## src/rtl/seq_shift_add_mult.sv

```systemverilog
// Sequential unsigned shift-add multiplier: one ripple-carry add plus right shift per cycle.
// Product and one-cycle done arrive WIDTH cycles after start; start is ignored while busy.
module seq_shift_add_mult #(
    parameter int WIDTH = 8
) (
    input  logic                 clk,
    input  logic                 rst_n,
    input  logic                 start,
    input  logic [WIDTH-1:0]     a,
    input  logic [WIDTH-1:0]     b,
    output logic                 busy,
    output logic                 done,
    output logic [2*WIDTH-1:0]   product
);

    localparam int CW = $clog2(WIDTH + 1);

    typedef enum logic {IDLE, RUN} state_t;

    state_t           state;
    state_t           state_nxt;
    logic [WIDTH-1:0] mcand;
    logic [WIDTH-1:0] mplier;
    logic [WIDTH-1:0] acc;
    logic [CW-1:0]    cnt;
    logic [WIDTH-1:0] addend;
    logic [WIDTH-1:0] sum;
    logic [WIDTH:0]   carry;
    logic             last;
    logic             load;
    logic             step;

    assign addend   = mplier[0] ? mcand : '0;
    assign carry[0] = 1'b0;

    genvar i;
    generate
        for (i = 0; i < WIDTH; i++) begin : g_fa
            assign sum[i]     = acc[i] ^ addend[i] ^ carry[i];
            assign carry[i+1] = (acc[i] & addend[i]) | (carry[i] & (acc[i] ^ addend[i]));
        end
    endgenerate

    assign last = (cnt == CW'(WIDTH - 1));

    always_ff @(posedge clk) begin
        if (!rst_n) begin
            state <= IDLE;
        end else begin
            state <= state_nxt;
        end
    end

    always_comb begin
        state_nxt = state;
        load      = 1'b0;
        step      = 1'b0;
        busy      = 1'b0;
        case (state)
            IDLE: begin
                if (start) begin
                    load      = 1'b1;
                    state_nxt = RUN;
                end
            end
            RUN: begin
                busy = 1'b1;
                step = 1'b1;
                if (last) begin
                    state_nxt = IDLE;
                end
            end
            default: state_nxt = IDLE;
        endcase
    end

    always_ff @(posedge clk) begin
        if (!rst_n) begin
            mcand   <= '0;
            mplier  <= '0;
            acc     <= '0;
            cnt     <= '0;
            product <= '0;
            done    <= 1'b0;
        end else begin
            done <= 1'b0;
            if (load) begin
                mcand  <= a;
                mplier <= b;
                acc    <= '0;
                cnt    <= '0;
            end else if (step) begin
                // {carry-out, sum, multiplier} shifted right by one; the multiplier LSB drops out.
                acc    <= {carry[WIDTH], sum[WIDTH-1:1]};
                mplier <= {sum[0], mplier[WIDTH-1:1]};
                cnt    <= cnt + CW'(1);
                if (last) begin
                    product <= {carry[WIDTH], sum, mplier[WIDTH-1:1]};
                    done    <= 1'b1;
                end
            end
        end
    end

endmodule

```

## config.mk

```make
export PLATFORM = sky130hd
export DESIGN_NAME = seq_shift_add_mult
export DESIGN_NICKNAME = d
export VERILOG_FILES = /design/src/rtl/seq_shift_add_mult.sv
export SDC_FILE = /design/constraint.sdc
export NUM_CORES = 1
export LEC_CHECK = 0
export BUFFER_PORTS_ARGS = -buffer_cell sky130_fd_sc_hd__buf_2
export CAP_MARGIN = 0
export CELL_PAD_IN_SITES_DETAIL_PLACEMENT = 0
export CELL_PAD_IN_SITES_GLOBAL_PLACEMENT = 1
export CORE_ASPECT_RATIO = 0.7
export CORE_MARGIN = 2
export CORE_UTILIZATION = 44
export CTS_CLUSTER_DIAMETER = 50
export DETAILED_ROUTE_END_ITERATION = 7
export GPL_TIMING_DRIVEN = 1
export MAX_ROUTING_LAYER = met4
export PLACE_DENSITY_LB_ADDON = 0.1
export SETUP_SLACK_MARGIN = 0.05
export SLEW_MARGIN = 0
export SYNTH_ARGS = -nofsm -noshare
export SYNTH_HDL_FRONTEND = slang
export SYNTH_SLANG_ARGS = --single-unit
```

## constraint.sdc

```tcl
create_clock -name clk -period 5.3 [get_ports clk]
set_input_delay 0.265 -clock clk [delete_from_list [all_inputs] [get_ports clk]]
set_output_delay 0.265 -clock clk [all_outputs]
set_load 0.1 [all_outputs]
```

==> metrics <==
synth unique cells 26; DIE AREA 5040 um^2; clk_lat worst skew a little under 0.3 ns; Net Sw Power 0.000155 W; DR WL/cell 12.8 um; # IOs 37; met1 wire length 2.22 mm; Finish-stage setup viols 0; Pins Over Slew Limit 0; vias in the first global route 1374; Ant. Diodes 0; fin worst setup slack 1.61 ns; DR vias 1441; Net Count, Synth 239; Die W 84.0 um; leading cell type in the layout, fill and taps excluded dfxtp_1; Synth Area in Compound Gates 0.136; Worst Hold Class input pin to flip-flop; Most Frequent Cell on Critical Path fa_1; layout cells sized above 1 0.188; final hold vios 0; synth top area cells dfxtp_1 (47%), fa_1 (7.1%), mux2i_1 (7.1%), nand2_1 (6.7%), o21ai_0 (5.6%); Synth Area in XOR/XNOR 0.0133; CTS tree built; Highest Clock Rate 0.271 GHz; GRT overflow 0; clk sink count 46; sequential area share after synthesis 0.467; H-tree depth 2; number of DRC markers in iteration 0 93; Synth area leader dfxtp_1; Reg clk slew, reported paths 0.08 ns; Initial Util 0.456; Power Density 301 nW/um^2; Setup TNS 0 ns; internal cell power 0.000519 W; initial antenna violation count 0; Arrival @ worst endpoint 3.93 ns; placed cells 287; PostCTS Resize Cnt 0; RSZ-0062 raised after global routing no; Worst Setup Start Kind flip-flop; post-synthesis mux area share 0.0710; Slowest-stage cell, CP fa_1; DP Worst Slack ~1.6 ns; Port Buffers 36; DRT Wirelength 3.78 mm; # rows 20; Worst Path Class, Setup flip-flop to flip-flop; Max clock buf depth 2; worst slew pin tran 1.09 ns; Remaining DRCs 0; area of the mapped netlist 1970 um^2; sequential power share 0.542; P_leak 0.985 nW; Syn Area/Cell 9.35 um^2; Peak VDD IR 147 uV; largest family of logic cells by synthesized area simple AND/OR/NAND/NOR gates; top-area cell type share of the netlist area 0.467; cts hold-fix bufs 0; Synth Instances between 200 and 250; crit path time final 3.69 ns; drt via density around 4.9; Logic pwr share 0.081; final non-filler cell total 295; Worst path max stage delay 0.44 ns; worst-path fanout max 9; HPWL Detailed 2.68 mm; GPL Wtd Cong 0.736; Worst Path Required 5.54 ns; met2 routed WL 1.31 mm; met3 WL 200 um; die height 60.0 um; top routing layer in use met4; CP cell instances and2_1 -> ha_1 -> inv_1 -> fa_1 -> inv_1 -> fa_1 -> fa_1 -> fa_1 -> fa_1 -> fa_1 -> inv_1 -> fa_1 -> nand2_1 -> o211a_1; worst rel slew slack 0.274; postcts setup bufs 0; largest net degree at the start of global routing 49; crit share post-route 0.696; CTS Root Cell clkbuf_8; GRT Util Overall 0.174; clock power share 0.377; final net count around 270; most frequent cells in the layout dfxtp_1 (46), buf_2 (36), nand2_1 (35), o21ai_0 (22), mux2i_1 (14); skew final ~0.0079 ns; total CTS buffers 5; Critical Path Sink Type flip-flop; area grow syn2layout 13.3%; sw frac 0.230; Core ar. roughly 4300 um^2; wire length of the first global-routing pass 6.59 mm; max cap viols 0; status completed; adder and majority cell fraction of the synthesized area 0.0837; Ys Warns 0; post-route antenna net violation count 0; Post-Route Utilization 0.516; Pre-antenna DRT Iters 4; Synth Area in Simple Gates 0.167; register bit count reported by yosys 46
[power groups by stage]
stage	clock network, W	registers [W]	logic (W)
finish	0.000254	0.000365	0.0000545
global route	0.000278	0.000367	0.0000612
CTS	0.000262	0.000365	0.0000552
detailed placement	0	0.000373	0.0000549
global placement	0	0.000373	0.0000537
floorplan	0	0.000375	0.0000407
[cell type report]
type | count | area [um^2]
Fill cell | 421 | 2090
Clock inverter | 1 | 30.0
Multi-Input combinational cell | 143 | 930
Inverter | 6 | 22.5
Clock buffer | 7 | 76.3
Tap cell | 55 | 68.8
Sequential cell | 46 | 921
Timing Repair Buffer | 37 | 188
[registers in the layout (all words and copies together) (netlist names)]
signal   count
cnt          4
acc          8
mplier       8
product     16
done         1
state        1
mcand        8
[through the flow]
step | instance area [um^2] | hold WS (ns) | power [W]
after CTS | 2240 | 0.210 | 0.000682
after detailed placement | 2130 | 0.451 | 0.000428
after global routing | 2240 | 0.212 | 0.000706
final | 2240 | 0.214 | 0.000674
after floorplan | 1970 | 0.401 | 0.000416
after global placement | 2130 | 0.442 | 0.000427
[path summary, 6_finish.rpt]
| kind | start | end | slack (ns) | depth (start not counted) |
|---|---|---|---|---|
| worst max register to register | mplier[0] | product[14] | 1.61 | 14 |
| worst min-delay path | a[1] | mcand[1] | 0.21 | 3 |
| worst max-delay path | mplier[0] | product[14] | 1.61 | 14 |
| worst min register to register | product[9] | product[9] | 0.46 | 2 |
[routing by layer]
metal  vias up  GRT usage
met5         -          -
met3         5     0.0428
met4         0     0.0760
met2        36      0.211
met1       643      0.263
li1        757          -
[logic make-up after synthesis]
| family | count (synthesis) |
|---|---|
| simple gates | 73 |
| compound gates | 44 |
| fa+ha+maj | 9 |
| flops | 46 |
| xor+xnor | 3 |
| mux | 14 |
| buf+inv | 22 |
[worst max-delay path, delay by kind of cell, from the launching register on]
family,cells,cell delay (ns)
AND/OR/NAND/NOR,2,0.26
flip-flops,1,0.38
AO/OA/AOI/OAI,1,0.16
buffers and inverters,3,0.19
adder cells (fa/ha/maj),8,2.66
[cells in the mapped netlist (all sizes together)]
master  instances
a21oi           8
nand3          13
xor2            2
nor2b           1
ha              2
nand2          36
mux2i          14
o211a           3
clkbuf          1
and4b           1
nor2           13
a211oi          3
fa              7
a21boi          8
or2b            1
xnor2           1
o21ai          22
dfxtp          46
and2            7
inv             6
nand4           1
buf            15
Power figures use the tool's default switching activity.
